===== src/rtl/wb_stage_if.sv =====
// Memory-stage to write-back bundle: pipeline inputs plus SRAM read data.
interface wb_stage_if #(
  parameter int XLEN = 32
);
  logic [XLEN-1:0] WB_in_ALU_res;
  logic [XLEN-1:0] WB_in_PC_add;
  logic [31:0]     WB_in_instr;
  logic            WB_in_valid;
  logic            WB_in_RegWrite;
  logic [1:0]      WB_in_MemtoReg;
  logic [XLEN-1:0] WB_mem_data;

  modport master (
    output WB_in_ALU_res,
    output WB_in_PC_add,
    output WB_in_instr,
    output WB_in_valid,
    output WB_in_RegWrite,
    output WB_in_MemtoReg,
    output WB_mem_data
  );

  modport slave (
    input WB_in_ALU_res,
    input WB_in_PC_add,
    input WB_in_instr,
    input WB_in_valid,
    input WB_in_RegWrite,
    input WB_in_MemtoReg,
    input WB_mem_data
  );
endinterface


===== src/rtl/wb_stage.sv =====
// Write-back stage: MEM/WB register, load align/extend, result mux, halt.
// Optional retire counter enabled by defining WB_RETIRE_CNT_EN.
module wb_stage #(
  parameter int          XLEN      = 32,
  parameter logic [31:0] NOP_INSTR = 32'h0000_0013
) (
  input  logic            CLK,
  input  logic            RST,
  input  logic            EN,
  input  logic            START,
  input  logic            FLUSH,
  wb_stage_if.slave       mem,
  output logic [4:0]      WB_rd_addr,
  output logic [XLEN-1:0] WB_rd_data,
  output logic            WB_RegWrite,
  output logic            WB_valid,
  output logic [31:0]     WB_instr,
  output logic            WB_halted,
  output logic [31:0]     WB_retire_cnt
);

  typedef enum logic {RUN, HALT} state_t;

  state_t          state_q, state_d;
  logic [XLEN-1:0] alu_q, pc_q;
  logic [31:0]     instr_q;
  logic            valid_q, rw_q;
  logic [1:0]      m2r_q;
  logic [XLEN-1:0] hold_q;
  logic            hold_flag_q;

  logic            adv, run, is_load, is_sys;
  logic [1:0]      off;
  logic [7:0]      byte_v;
  logic [15:0]     half_v;
  logic [XLEN-1:0] ld_ext, load_val;

  assign adv     = EN & START;
  assign run     = (state_q == RUN);
  assign off     = alu_q[1:0];
  assign is_load = (instr_q[6:0] == 7'b0000011);
  assign is_sys  = (instr_q == 32'h0000_0073) ||
                   (instr_q == 32'h0010_0073);

  always_ff @(posedge CLK or posedge RST) begin
    if (RST) begin
      alu_q   <= '0;
      pc_q    <= '0;
      instr_q <= NOP_INSTR;
      valid_q <= 1'b0;
      rw_q    <= 1'b0;
      m2r_q   <= 2'b00;
    end else if (adv) begin
      if (FLUSH) begin
        alu_q   <= '0;
        pc_q    <= '0;
        instr_q <= NOP_INSTR;
        valid_q <= 1'b0;
        rw_q    <= 1'b0;
        m2r_q   <= 2'b00;
      end else begin
        alu_q   <= mem.WB_in_ALU_res;
        pc_q    <= mem.WB_in_PC_add;
        instr_q <= mem.WB_in_instr;
        valid_q <= mem.WB_in_valid;
        rw_q    <= mem.WB_in_RegWrite;
        m2r_q   <= mem.WB_in_MemtoReg;
      end
    end
  end

  always_comb begin
    byte_v = mem.WB_mem_data[7:0];
    case (off)
      2'd1:    byte_v = mem.WB_mem_data[15:8];
      2'd2:    byte_v = mem.WB_mem_data[23:16];
      2'd3:    byte_v = mem.WB_mem_data[31:24];
      default: byte_v = mem.WB_mem_data[7:0];
    endcase
    // Misaligned halfwords just pick the lane by off[1]; no trap.
    half_v = off[1] ? mem.WB_mem_data[31:16]
                    : mem.WB_mem_data[15:0];
    ld_ext = mem.WB_mem_data;
    if (is_load) begin
      case (instr_q[14:12])
        3'b000:  ld_ext = {{(XLEN-8){byte_v[7]}}, byte_v};
        3'b001:  ld_ext = {{(XLEN-16){half_v[15]}}, half_v};
        3'b100:  ld_ext = {{(XLEN-8){1'b0}}, byte_v};
        3'b101:  ld_ext = {{(XLEN-16){1'b0}}, half_v};
        default: ld_ext = mem.WB_mem_data;
      endcase
    end
  end

  // SRAM dout is only valid for one cycle; keep the value across a stall.
  always_ff @(posedge CLK or posedge RST) begin
    if (RST) begin
      hold_q      <= '0;
      hold_flag_q <= 1'b0;
    end else if (adv) begin
      hold_flag_q <= 1'b0;
    end else if (valid_q && is_load && !hold_flag_q) begin
      hold_q      <= ld_ext;
      hold_flag_q <= 1'b1;
    end
  end

  assign load_val = hold_flag_q ? hold_q : ld_ext;

  always_comb begin
    WB_rd_data = alu_q;
    case (m2r_q)
      2'b01:   WB_rd_data = load_val;
      2'b10:   WB_rd_data = pc_q;
      default: WB_rd_data = alu_q;
    endcase
  end

  assign WB_rd_addr  = instr_q[11:7];
  assign WB_instr    = instr_q;
  assign WB_valid    = valid_q & adv & run;
  assign WB_RegWrite = WB_valid & rw_q & ~is_sys &
                       (instr_q[11:7] != 5'd0);
  assign WB_halted   = (state_q == HALT);

  always_ff @(posedge CLK or posedge RST) begin
    if (RST) state_q <= RUN;
    else     state_q <= state_d;
  end

  always_comb begin
    state_d = state_q;
    unique case (state_q)
      RUN:  if (WB_valid && is_sys) state_d = HALT;
      HALT: state_d = HALT;
      default: state_d = RUN;
    endcase
  end

`ifdef WB_RETIRE_CNT_EN
  logic [31:0] retire_cnt_q;

  always_ff @(posedge CLK or posedge RST) begin
    if (RST)           retire_cnt_q <= '0;
    else if (WB_valid) retire_cnt_q <= retire_cnt_q + 32'd1;
  end

  assign WB_retire_cnt = retire_cnt_q;
`else
  assign WB_retire_cnt = '0;
`endif

endmodule


===== src/flat_wrapper.sv =====
// flat-port wrapper written by rule: the top's interface ports become plain ports
module wb_stage_flat 
#(
  parameter int          XLEN      = 32,
  parameter logic [31:0] NOP_INSTR = 32'h0000_0013
)
  (CLK, RST, EN, START, FLUSH, WB_rd_addr, WB_rd_data, WB_RegWrite, WB_valid, WB_instr, WB_halted, WB_retire_cnt, mem_WB_in_ALU_res, mem_WB_in_PC_add, mem_WB_in_instr, mem_WB_in_valid, mem_WB_in_RegWrite, mem_WB_in_MemtoReg, mem_WB_mem_data);
  wb_stage_if #(.XLEN(XLEN)) mem_i ();
  input  logic CLK;
  input  logic RST;
  input  logic EN;
  input  logic START;
  input  logic FLUSH;
  output logic [4:0] WB_rd_addr;
  output logic [XLEN-1:0] WB_rd_data;
  output logic WB_RegWrite;
  output logic WB_valid;
  output logic [31:0] WB_instr;
  output logic WB_halted;
  output logic [31:0] WB_retire_cnt;
  input wire logic [$bits(mem_i.WB_in_ALU_res)-1:0] mem_WB_in_ALU_res;
  input wire logic [$bits(mem_i.WB_in_PC_add)-1:0] mem_WB_in_PC_add;
  input wire logic [$bits(mem_i.WB_in_instr)-1:0] mem_WB_in_instr;
  input wire logic [$bits(mem_i.WB_in_valid)-1:0] mem_WB_in_valid;
  input wire logic [$bits(mem_i.WB_in_RegWrite)-1:0] mem_WB_in_RegWrite;
  input wire logic [$bits(mem_i.WB_in_MemtoReg)-1:0] mem_WB_in_MemtoReg;
  input wire logic [$bits(mem_i.WB_mem_data)-1:0] mem_WB_mem_data;
  assign mem_i.WB_in_ALU_res = mem_WB_in_ALU_res;
  assign mem_i.WB_in_PC_add = mem_WB_in_PC_add;
  assign mem_i.WB_in_instr = mem_WB_in_instr;
  assign mem_i.WB_in_valid = mem_WB_in_valid;
  assign mem_i.WB_in_RegWrite = mem_WB_in_RegWrite;
  assign mem_i.WB_in_MemtoReg = mem_WB_in_MemtoReg;
  assign mem_i.WB_mem_data = mem_WB_mem_data;
  wb_stage #(.XLEN(XLEN), .NOP_INSTR(NOP_INSTR)) u_core (.CLK(CLK), .RST(RST), .EN(EN), .START(START), .FLUSH(FLUSH), .mem(mem_i), .WB_rd_addr(WB_rd_addr), .WB_rd_data(WB_rd_data), .WB_RegWrite(WB_RegWrite), .WB_valid(WB_valid), .WB_instr(WB_instr), .WB_halted(WB_halted), .WB_retire_cnt(WB_retire_cnt));
endmodule

===== config.mk =====
export PLATFORM = sky130hd
export DESIGN_NAME = wb_stage_flat
export DESIGN_NICKNAME = d
export VERILOG_FILES = /design/src/rtl/wb_stage_if.sv /design/src/rtl/wb_stage.sv /design/src/flat_wrapper.sv
export SDC_FILE = /design/constraint.sdc
export NUM_CORES = 1
export LEC_CHECK = 0
export CAP_MARGIN = 5
export CORE_MARGIN = 4
export CORE_UTILIZATION = 45
export DETAILED_ROUTE_END_ITERATION = 6
export GPL_TIMING_DRIVEN = 0
export PLACE_DENSITY_LB_ADDON = 0.3
export SLEW_MARGIN = 15
export SYNTH_ARGS = -nofsm -noshare
export SYNTH_HDL_FRONTEND = slang
export SYNTH_SLANG_ARGS = --single-unit

===== constraint.sdc =====
create_clock -name CLK -period 5.7 [get_ports CLK]
set_clock_uncertainty 0.05 [all_clocks]
set_input_delay 0.57 -clock CLK [delete_from_list [all_inputs] [get_ports CLK]]
set_output_delay 0.57 -clock CLK [all_outputs]
set_load 0.005 [all_outputs]

After elaboration in Yosys (flattened, before gate mapping) --
Cells that the tools add are included.
Storage, ports and cells: register bits 134, input port bits 137, output and inout bits 104
Operators by class: equality and inequality tests 11, muxes and demuxes 16, bitwise logic cells 9, reduce and logical (&&, ||, !) cells 9
Operators by type and width (number):
- $mux W32 | 5
- $pmux W32 S4 | 1
- $pmux W32 S2 | 1
- $eq A32 B21 Y1 const B | 1
- $eq A32 B7 Y1 const B | 1
- $pmux W8 S3 | 1
- $mux W16 | 1
- $eq A7 B2 Y1 const B | 1
- $and A1 B1 Y1 | 6
- $eq A2 B2 Y1 const B | 3
- $eq A3 B3 Y1 const B | 2
- $mux W1 | 5
- $reduce_bool A5 Y1 | 1
- $eq A2 B1 Y1 const B | 2
- $eq A3 B1 Y1 const B | 1
- $logic_and A1 B1 Y1 | 3
- $logic_not A3 Y1 | 1
- $not A1 Y1 | 3
- $mux W2 | 1
- $pmux W1 S2 | 1
- $reduce_and A2 Y1 | 1
- $reduce_bool A2 Y1 | 1
- $logic_not A1 Y1 | 1
- $logic_or A1 B1 Y1 | 1

Logic depth before layout (Yosys ltp) --
depth in word-level cells 6, depth in mapped cells 8, mapped depth without buffers 6

Worst setup path before layout --
Ideal clock, no wire load.
path type flip-flop to output port, start register u_core.m2r_q[0], end output port WB_rd_data[25], arrival 1.618 ns, slack 3.462 ns, stages on the path, launching flop included 7, path through dfrtp_1 inv_1 ha_1 buf_2 clkbuf_1 clkbuf_1 o221ai_1
Between the ends: word-level cells in the longest chain between the ends 2
Ends and longest elaborated chain:
- start: declaration | line wb_stage.sv:28 | logic [1:0] m2r_q;
- start signal: assignment | line wb_stage.sv:67 | m2r_q <= mem.WB_in_MemtoReg;
- $eq A2 B2 Y1 / $eq A2 B1 Y1 (equally long branches) | line wb_stage.sv:112 | case (m2r_q)
- $pmux W32 S2 * | line wb_stage.sv:112
- end: declaration | line flat_wrapper.sv:15 | output logic [XLEN-1:0] WB_rd_data;
Mark *: on every way between the ends. The rest lies on a longest branch, timed or not.

Final worst setup path --
start register u_core.m2r_q[0], end output port WB_rd_data[2]
The elaborated chain is that of the path after synthesis.

==> results.txt <==
Post-synthesis cell count -> 839
DR vias -> 7,226
Starting Density -> 46.5%
Clk pin slew, worst setup/hold paths -> 0.05 ns
Clk pwr share -> 33.1%
Fmax -> 264 MHz
Number of global-route vias before repair -> 6,999
WP data required -> 5.08 ns
Count of cell types in the netlist -> 57
First-pass GRT wire length -> 38.9 mm
Max layer used -> met4
Sequential area share after synthesis -> 44.8%
Die area -> 18,800 um2
Worst VDD drop -> 236 uV
Drt drc -> 0
Cts repair resizes -> 0
CTS tree -> yes
Met2 wire len -> 11.8 mm
Min Hold Slack -> 0.413 ns
P_leak -> 0.00444 uW
Sequential group share of total power -> 40.1%
DP Worst Slack -> 2.21 ns
Tmin final -> 3.79 ns
Critical path's most frequent cell -> clkbuf_1
Post-CTS setup buffer count -> 0
Post-CTS Hold Fix Bufs -> 0
Max incr delay on CP -> 0.59 ns
Total gr overflow -> 0
Placed Cells incl. Taps -> 1,294
Fraction of registers with async set/reset -> 100%
Netlist Area Pre-Place -> 7500 um2
# setup viols final -> 0
Yosys warns -> 0
Commonest non-fill, non-tap cells in the layout -> clkdlybuf4s50_1, nand2_1, o21ai_0
EDFF count, synth -> 0
CP Buf/Inv Count -> 5
Sequence of cells on the critical path -> inv_1 > ha_1 > buf_2 > clkbuf_1 > clkbuf_1 > nand2_1 > o221ai_1 > clkdlybuf4s50_1
Met1 wire length -> 10.0 mm
Max-slew headroom -> 33.4%
Antenna Nets Post-Route -> 0
I/O pins -> 241
Slowest stage cell, crit path -> clkdlybuf4s50_1
Die H -> 137 um
Sw frac -> 29.9%
Setup WS post-layout -> 1.91 ns
Initial DRT Pass Iterations -> 6
Clk_lat worst skew -> 0.42 ns
Share of the synthesized area in the top cell type -> 43.7%
Pwr dens -> 284 nW/um2
Total CTS buffers -> 17
Main synth FF type -> dfrtp_1
Dpl hpwl -> 19.3 mm
CP Launch Type -> register
Psw -> 890 uW
GP Congestion -> 0.930
GRT Overall Usage -> 27.3%
Ant diodes -> 0
RSZ-0062 raised after global routing -> false
NumNets Final -> 1,236
Worst Max-Slew Pin Slew -> 0.999 ns
Via/cell ratio -> 5.46
Outcome -> complete, no violations
Instance area at placement -> 9990 um2
Area growth from synthesis to layout -> 40.2%
Clock sink count -> 134
Antenna violations before repair -> 0
Crit Path Max Fanout -> 10
Routed len/inst -> 19.3 um
Cell taking the most area after synthesis -> dfrtp_1
Crit path DAT -> 3.17 ns
Seq cells post-synth -> 134
Layout cell share with drive strength beyond 1 -> 9.76%
Met3 Wirelength -> 2.94 mm
Worst min-delay path class -> register to register
Critical Path End Type -> primary output
Initial detailed-routing violation count -> 768
Crit-path leading delay family -> buffers and inverters
Combinational Power Share -> 26.8%
Most common cell after layout, fill and taps aside -> clkdlybuf4s50_1
Core ar. -> 16,100 um2
Port buffer count -> 207
Root buffer cell -> clkbuf_16
Htree depth -> 4
Chip width -> 137 um
Max-cap violations -> 0
Avg Inst Size Synth -> 8.94 um2
Internal power -> 2090 uW
Crit Path Category -> register to primary output
Final slew viol count -> 0
Largest net degree at the start of global routing -> 108
Non-filler cells, final -> 1,323
Design Area, Final -> 10,500 um2
Fin. Hold Viols -> 0
Core Util, Final -> 65.2%
Clock buffer depth -> 2
Final period utilization -> 66.6%
Rows -> 46
Ranking of synthesized cells by area -> dfrtp_1, o21ai_0, nand2b_1, nand2_1, buf_4
Routed Wire Length -> 25.5 mm
[layer usage]
layer | global-route usage (%) | vias to the layer above
met5 | 0 | -
met4 | 9.48 | 0
met3 | 9.19 | 66
met2 | 42.4 | 416
met1 | 35.7 | 3370
li1 | - | 3374
[cells in the mapped netlist (all sizes together), types with 4 or more instances]
cell    count
inv         5
o221ai     23
a221oi      4
o211ai      8
nand2b    104
nand2     169
a22oi      42
nor2        7
a221o       7
a211oi      9
mux2i      17
clkbuf     56
buf        52
nor2b      12
dfrtp     131
o21ai     145
[flip-flops by register name, indices dropped and copies added (netlist names)]
name	count
u_core.WB_instr	32
u_core.alu_q	32
u_core.hold_q	32
u_core.pc_q	32
u_core.m2r_q	2
u_core.WB_halted	1
u_core.hold_flag_q	1
u_core.rw_q	1
u_core.valid_q	1
[layout make-up]
cell class,count,area [um2]
buffer,108,599
clock buffer,25,495
clock inverter,4,22.5
fill,1399,5610
inverter,5,26.3
multi-input combinational,623,3640
sequential,134,3360
tap,216,270
timing repair buffer,208,2100
[worst register-to-register path, cell delays in order (launching register included)]
cell	delay [ns]
dfstp_2	0.54
nor4bb_1	0.32
buf_2	0.26
nand4_1	0.22
buf_2	0.27
clkbuf_1	0.28
nand2_1	0.15
o21ai_0	0.10
[path summary, 6_finish.rpt]
check / to / from / slack (ns) / cells after the start
setup reg to reg: u_core.hold_q[22] / u_core.WB_instr[0] / 3.36 / 7
hold reg to reg: u_core.WB_instr[0] / u_core.WB_instr[0] / 0.41 / 2
setup / recovery: WB_rd_data[2] / u_core.m2r_q[0] / 1.91 / 8
max in group asynchronous: u_core.WB_instr[1] / RST / 4.37 / 3
min in group asynchronous: u_core.WB_halted / RST / 0.44 / 2
hold / removal: u_core.WB_instr[0] / u_core.WB_instr[0] / 0.41 / 2
[power groups by stage]
stage / sequential [uW] / combinational, uW / clock [uW]
after floorplan: 1180 / 408 / 0
after global placement: 1200 / 772 / 0
after detailed placement: 1210 / 789 / 0
after CTS: 1190 / 794 / 990
after global routing: 1210 / 874 / 1030
final: 1200 / 798 / 986
[metrics by stage]
stage | power (uW) | setup TNS (ns)
2_1_floorplan | 1590 | 0
3_3_place_gp | 1970 | -52.79
3_5_place_dp | 1990 | 0
4_1_cts | 2980 | 0
5_1_grt | 3120 | 0
6_report | 2980 | 0
[kinds of logic after synthesis]
family | after synthesis | synth area share (%)
buffers and inverters | 113 | 8.24
other | 1 | 0.0500
adder cells (fa/ha/maj) | 2 | 0.334
AO/OA/AOI/OAI | 256 | 23.3
flip-flops | 134 | 44.8
multiplexers | 17 | 2.32
AND/OR/NAND/NOR | 316 | 21.0
(Power assumes the default switching activity.)
